--- src/rtl/iq_pkg.sv ---
// Shared types and constants for the instruction queue.
//   INST_W / PC_W : instruction and PC widths
//   iq_entry_t    : one queue entry, {pc, inst}
//   ptr_w()       : pointer width for a given queue depth
package iq_pkg;

    localparam int unsigned INST_W  = 32;
    localparam int unsigned PC_W    = 32;
    localparam int unsigned ENTRY_W = INST_W + PC_W;

    typedef struct packed {
        logic [PC_W-1:0]   pc;
        logic [INST_W-1:0] inst;
    } iq_entry_t;

    // Pointer width for a power-of-two depth; never narrower than one bit.
    function automatic int unsigned ptr_w(input int unsigned depth);
        return (depth > 1) ? $clog2(depth) : 1;
    endfunction

endpackage

--- src/rtl/iq_storage.sv ---
// Entry storage for the instruction queue: DEPTH x iq_entry_t register array.
// Ports:
//   clk            : rising-edge clock
//   we0/wa0/wd0    : write port 0 (oldest slot of a fetch bundle)
//   we1/wa1/wd1    : write port 1 (second slot of a fetch bundle)
//   ra0/rd0        : combinational read port 0 (head)
//   ra1/rd1        : combinational read port 1 (head + 1)
// Contents are not reset; the controller masks any slot that holds no entry.
module iq_storage
    import iq_pkg::*;
#(
    parameter  int unsigned DEPTH = 8,
    localparam int unsigned PW    = ptr_w(DEPTH)
)
(
    input  logic            clk,
    input  logic            we0,
    input  logic [PW-1:0]   wa0,
    input  iq_entry_t       wd0,
    input  logic            we1,
    input  logic [PW-1:0]   wa1,
    input  iq_entry_t       wd1,
    input  logic [PW-1:0]   ra0,
    output iq_entry_t       rd0,
    input  logic [PW-1:0]   ra1,
    output iq_entry_t       rd1
);

    iq_entry_t mem [DEPTH];

    // The controller never drives both ports to the same address.
    always_ff @(posedge clk) begin
        if (we0) begin
            mem[wa0] <= wd0;
        end
        if (we1) begin
            mem[wa1] <= wd1;
        end
    end

    assign rd0 = mem[ra0];
    assign rd1 = mem[ra1];

endmodule

--- src/rtl/inst_queue_ctrl.sv ---
// Instruction queue between fetch and decode: up to two instructions in and
// up to two out per cycle, circular buffer of DEPTH {pc, inst} entries.
// Ports:
//   clk, rstn                 : clock, asynchronous active-low reset
//   flush                     : drop all queued entries at the next edge
//   fetch_valid/fetch_ready   : fetch handshake (ready is combinational)
//   fetch_cnt                 : bundle size 0..2 (3 is treated as 2)
//   fetch_inst0/1, fetch_pc0/1: bundle payload, slot 0 oldest
//   id_valid/id_ready         : decode handshake
//   id_cnt                    : entries presented, min(count, 2)
//   id_inst0/1, id_pc0/1      : presented payload, unused slots read 0
//   empty, count              : occupancy status
// Optional build macro IQ_PERF_CNT_EN adds saturating counters
//   perf_empty_cyc (cycles empty) and perf_full_cyc (fetch offered but refused).
module inst_queue_ctrl
    import iq_pkg::*;
#(
    parameter  int unsigned DEPTH = 8,
    localparam int unsigned PW    = ptr_w(DEPTH),
    localparam int unsigned CW    = PW + 1
)
(
    input  logic              clk,
    input  logic              rstn,
    input  logic              flush,
    input  logic              fetch_valid,
    output logic              fetch_ready,
    input  logic [1:0]        fetch_cnt,
    input  logic [INST_W-1:0] fetch_inst0,
    input  logic [INST_W-1:0] fetch_inst1,
    input  logic [PC_W-1:0]   fetch_pc0,
    input  logic [PC_W-1:0]   fetch_pc1,
    output logic              id_valid,
    input  logic              id_ready,
    output logic [1:0]        id_cnt,
    output logic [INST_W-1:0] id_inst0,
    output logic [INST_W-1:0] id_inst1,
    output logic [PC_W-1:0]   id_pc0,
    output logic [PC_W-1:0]   id_pc1,
    output logic              empty,
    output logic [CW-1:0]     count
`ifdef IQ_PERF_CNT_EN
    ,
    output logic [31:0]       perf_empty_cyc,
    output logic [31:0]       perf_full_cyc
`endif
);

    logic [PW-1:0] head;
    logic [PW-1:0] tail;
    logic [PW-1:0] head_nxt;
    logic [PW-1:0] tail_nxt;
    logic [CW-1:0] count_nxt;
    logic [1:0]    fetch_n;
    logic [1:0]    push_n;
    logic [1:0]    pop_n;
    iq_entry_t     wd0;
    iq_entry_t     wd1;
    iq_entry_t     rd0;
    iq_entry_t     rd1;
    logic          we0;
    logic          we1;

    // Handshake and occupancy decode, all from registered state.
    assign fetch_n     = (fetch_cnt == 2'd3) ? 2'd2 : fetch_cnt;
    assign fetch_ready = (CW'(DEPTH) - count) >= CW'(2);
    assign push_n      = (fetch_valid && fetch_ready) ? fetch_n : 2'd0;
    assign id_valid    = (count != '0);
    assign id_cnt      = (count >= CW'(2)) ? 2'd2 : count[1:0];
    assign pop_n       = (id_valid && id_ready) ? id_cnt : 2'd0;
    assign empty       = (count == '0);

    // Pointer/count next state; flush wins over any push or pop.
    always_comb begin
        head_nxt  = head;
        tail_nxt  = tail;
        count_nxt = count;
        if (flush) begin
            head_nxt  = '0;
            tail_nxt  = '0;
            count_nxt = '0;
        end else begin
            head_nxt  = head + PW'(pop_n);
            tail_nxt  = tail + PW'(push_n);
            count_nxt = count + CW'(push_n) - CW'(pop_n);
        end
    end

    always_ff @(posedge clk or negedge rstn) begin
        if (!rstn) begin
            head  <= '0;
            tail  <= '0;
            count <= '0;
        end else begin
            head  <= head_nxt;
            tail  <= tail_nxt;
            count <= count_nxt;
        end
    end

    // Writes are suppressed under flush so dropped bundles never land.
    assign we0 = !flush && (push_n != 2'd0);
    assign we1 = !flush && (push_n == 2'd2);
    assign wd0 = '{pc: fetch_pc0, inst: fetch_inst0};
    assign wd1 = '{pc: fetch_pc1, inst: fetch_inst1};

    iq_storage #(
        .DEPTH (DEPTH)
    ) u_storage (
        .clk (clk),
        .we0 (we0),
        .wa0 (tail),
        .wd0 (wd0),
        .we1 (we1),
        .wa1 (tail + PW'(1)),
        .wd1 (wd1),
        .ra0 (head),
        .rd0 (rd0),
        .ra1 (head + PW'(1)),
        .rd1 (rd1)
    );

    // Slots beyond id_cnt read zero so stale storage never leaks out.
    assign id_inst0 = id_valid         ? rd0.inst : '0;
    assign id_pc0   = id_valid         ? rd0.pc   : '0;
    assign id_inst1 = (id_cnt == 2'd2) ? rd1.inst : '0;
    assign id_pc1   = (id_cnt == 2'd2) ? rd1.pc   : '0;

`ifdef IQ_PERF_CNT_EN
    // Saturating event counters; only reset clears them.
    always_ff @(posedge clk or negedge rstn) begin
        if (!rstn) begin
            perf_empty_cyc <= '0;
            perf_full_cyc  <= '0;
        end else begin
            if (empty && (perf_empty_cyc != '1)) begin
                perf_empty_cyc <= perf_empty_cyc + 32'd1;
            end
            if (fetch_valid && !fetch_ready && (perf_full_cyc != '1)) begin
                perf_full_cyc <= perf_full_cyc + 32'd1;
            end
        end
    end
`endif

endmodule

--- config.mk ---
export PLATFORM = sky130hd
export DESIGN_NAME = inst_queue_ctrl
export DESIGN_NICKNAME = d
export VERILOG_FILES = /design/src/rtl/iq_pkg.sv /design/src/rtl/iq_storage.sv /design/src/rtl/inst_queue_ctrl.sv
export SDC_FILE = /design/constraint.sdc
export NUM_CORES = 1
export LEC_CHECK = 0
export CORE_ASPECT_RATIO = 0.7
export CORE_MARGIN = 2
export CORE_UTILIZATION = 25
export CTS_CLUSTER_DIAMETER = 50
export DETAILED_ROUTE_END_ITERATION = 6
export HOLD_SLACK_MARGIN = 0.02
export PLACE_DENSITY = 0.49
export SYNTH_ARGS = -nofsm -noshare
export SYNTH_HDL_FRONTEND = slang
export SYNTH_SLANG_ARGS = --single-unit
--- constraint.sdc ---
create_clock -name clk -period 5.9 [get_ports clk]
set_clock_uncertainty 0.05 [all_clocks]
set_input_delay 0.59 -clock clk [delete_from_list [all_inputs] [get_ports clk]]
set_output_delay 0.59 -clock clk [all_outputs]
set_load 0.01 [all_outputs]
==> impl_metrics.py <==
metrics = {
    "yosys": {
        "synth-xor-area-share": 0.00231,
        "synth_fa_ha_area_frac": 0.00760,
        "synthMuxAreaShare": 0.402,
        "synth_cell_type_count": 33,
        "synth_edf_count": 512,
        "syn_nets": 2013,
        "synth_top_family_by_area": "multiplexers",
        "synth-compound-area-share": 0.0134,
        "async_flop_share": 0.0192,
        "syn_avg_cell_area_um2": 16.3,
        "synth_cells": 1862,
        "synth_warnings": 0,
        "yosys.area_share.simple": 0.0355,
        "ys_ff_latch": 522,
        "ys.flop_type": "edfxtp_1",
        "ys_seq_area_frac": 0.515,
        "syn-cell-area_um2": 30300,
    },
    "worst_setup_path": {
        "cp-end-kind": "primary output",
        "r2r_end": "u_storage.mem[1][9]$_DFFE_PP_",
        "critPathSlowestCell": "xor2_4",
        "arrival_ns": 4.06,
        "worstPathMaxFanout": 35,
        "crit_path_start_kind": "flip-flop",
        "r2r_cells": 8,
        "cp_data_required_time_ns": 5.26,
        "timing.rr.start": "count[1]$_DFF_PN0_",
        "r2r_setup_slack_ns": 2.08,
        "critPathMaxStageDelay_ns": 0.85,
        "crit_chain": "ha_4 -> xor2_4 -> buf_12 -> nand2_1 -> a21oi_1 -> clkdlybuf4s50_1",
        "critical_path_buf_inv_count": 2,
        "path_class": "reg -> out",
        "cpLargestDelayFamily": "buffers and inverters",
    },
    "detailed_routing": {
        "drt_iter0_drc": 1547,
        "routed-via-count": 19000,
        "drt_first_pass_iters": 5,
        "wl_mm": 106,
        "remaining_drc_errors": 0,
        "final_antenna_net_count": 0,
        "wire_per_inst_um": 28.0,
        "vias_per_cell": 4.99,
    },
    "final_layout": {
        "seqCellArea_um2": 15600,
        "final_area_um2": 37700,
        "nFillCells": 11800,
        "drive_gt1_frac": 0.435,
        "nNetsFinal": 2266,
        "area_delta_synth_final_pct": 24.5,
        "final-instance-count-excl-fill": 3803,
        "utilization": 0.315,
        "multiInputGateArea_um2": 14100,
    },
    "clock_tree": {
        "cts_tree": "yes",
        "h-tree-depth": 3,
        "cts_resized": 0,
        "cts_max_path_buffers": 3,
        "insertion_delay_ns": 0.65,
        "numCtsBuffers": 78,
        "post_cts_buffers": 0,
        "clk_pin_slew_worst_paths_ns": 0.06,
        "clock-sinks": 522,
        "ctsHoldBuffers": 0,
        "clock-root-buffer": "clkbuf_16",
    },
    "die": {
        "die_y_um": 295,
        "initial_core_util": 0.253,
        "num_rows": 106,
        "dieArea_um2": 124000,
        "pin_count": 272,
        "core_area_um2": 120000,
        "die_w_um": 420,
    },
    "power": {
        "p_per_area_nw_per_um2": 382,
        "peakVddDrop_mv": 0.364,
        "power_leakage_nw": 11.7,
    },
    "sta": {
        "finalCritPeriodShare": 0.796,
        "setup_tns_ns": 0,
        "setup_viol": 0,
        "hold_violations": 0,
        "finalMaxSlewViolations": 0,
        "fmaxAchievable_mhz": 213,
        "relSlewSlack": 0.224,
        "min_period_ns": 4.70,
        "tightest_slew_ns": 1.16,
        "rsz0062_at_grt": "no",
    },
    "place": {
        "dp_cells": 3655,
        "portBuffers": 271,
        "hpwl_mm": 57.1,
        "placed_cell_area_um2": 35100,
        "gp_congestion": 0.719,
    },
    "outcome": {
        "status": "finished, final reports clean",
    },
    "global_route": {
        "first_global_vias": 20500,
        "grt_max_degree": 133,
        "antenna_found_initial": 12,
        "grt_usage": 0.170,
        "grt_overflow": 0,
        "grt_pass1_wl_mm": 152,
    },
    "worst_hold_path": {
        "hold_path_class": "in -> async",
    },
    "run": {
        "cap_violations": 0,
    },
}
logic make-up after synthesis:
family                   Yosys count
multiplexers                     832
flip-flops                       522
AND/OR/NAND/NOR                  250
buffers and inverters            158
AO/OA/AOI/OAI                     76
adder cells (fa/ha/maj)           16
XOR/XNOR                           8
cells in the mapped netlist, types with 9 or more instances:
master,n,share of area
clkbuf_1,64,0.0079
mux4_2,256,0.19
nor2b_1,9,0.0019
mux2i_1,64,0.021
mux2_1,22,0.0082
dfrtp_1,10,0.0083
mux2_2,490,0.18
buf_4,24,0.0059
nand2_1,135,0.017
inv_1,13,0.0016
a21oi_1,68,0.011
buf_2,39,0.0064
ha_1,12,0.0050
buf_1,17,0.0021
nor2_1,82,0.010
edfxtp_1,512,0.51
power breakdown:
| part | leakage [nW] | internal [mW] | switching [mW] |
|---|---|---|---|
| Sequential | 4.75 | 4.30 | 0.0977 |
| Combinational | 5.63 | 2.49 | 2.75 |
| Clock | 1.29 | 2.84 | 1.92 |
| Total | 11.7 | 9.63 | 4.77 |
state kept, by name, summed over array words and instances, names as in the netlist:
name,flops
u_storage.mem,512
count,4
head,3
tail,3
layer usage:
metal,up-vias,part of all wire,track usage
met5,-,0.00089,0
met3,157,0.052,0.0371
met4,16,0.021,0.0420
li1,8094,-,-
met2,522,0.49,0.286
met1,10200,0.43,0.223
how the worst max path moves through the flow:
stage	startpoint	to	depth (start not counted)	slack, ns
6_report	head[0]$_DFF_PN0_	id_inst1[15]	6	1.20
5_1_grt	head[0]$_DFF_PN0_	id_inst1[15]	6	0.91
3_5_place_dp	head[0]$_DFF_PN0_	id_inst1[15]	6	1.81
2_1_floorplan	count[1]$_DFF_PN0_	u_storage.mem[4][0]$_DFFE_PP_	6	0.57
4_1_cts	head[0]$_DFF_PN0_	id_inst1[15]	6	1.06
3_3_place_gp	head[0]$_DFF_PN0_	id_pc1[27]	6	1.77
through the flow:
step	total power, mW	hold WS [ns]	worst slack, ns
floorplan	7.24	0.244	0.566
global placement	9.81	0.658	1.77
detailed placement	9.83	0.687	1.81
CTS	14.7	0.202	1.06
global route	15.1	0.238	0.906
finish	14.4	0.237	1.20
cells in the final DEF (no fill, tap or decap), drive strengths merged, types with 5 or more instances in the layout:
master	n
a21oi	68
buf	46
bufinv	7
clkbuf	88
clkdlybuf4s50	271
clkinv	30
clkinvlp	6
dfrtp	10
edfxtp	512
ha	12
inv	28
mux2	512
mux2i	64
mux4	256
nand2	135
nand3	10
nor2	82
nor2b	9
xnor2	5
cell type report:
type | count | share of cell area
Tap cell | 1620 | 0.0537
Multi-Input combinational cell | 1182 | 0.374
Timing Repair Buffer | 317 | 0.0864
Sequential cell | 522 | 0.414
Antenna cell | 3 | 0.000199
Clock buffer | 88 | 0.0539
Inverter | 14 | 0.00146
Clock inverter | 57 | 0.0163
Note: power is estimated with default switching activity, not from simulation.
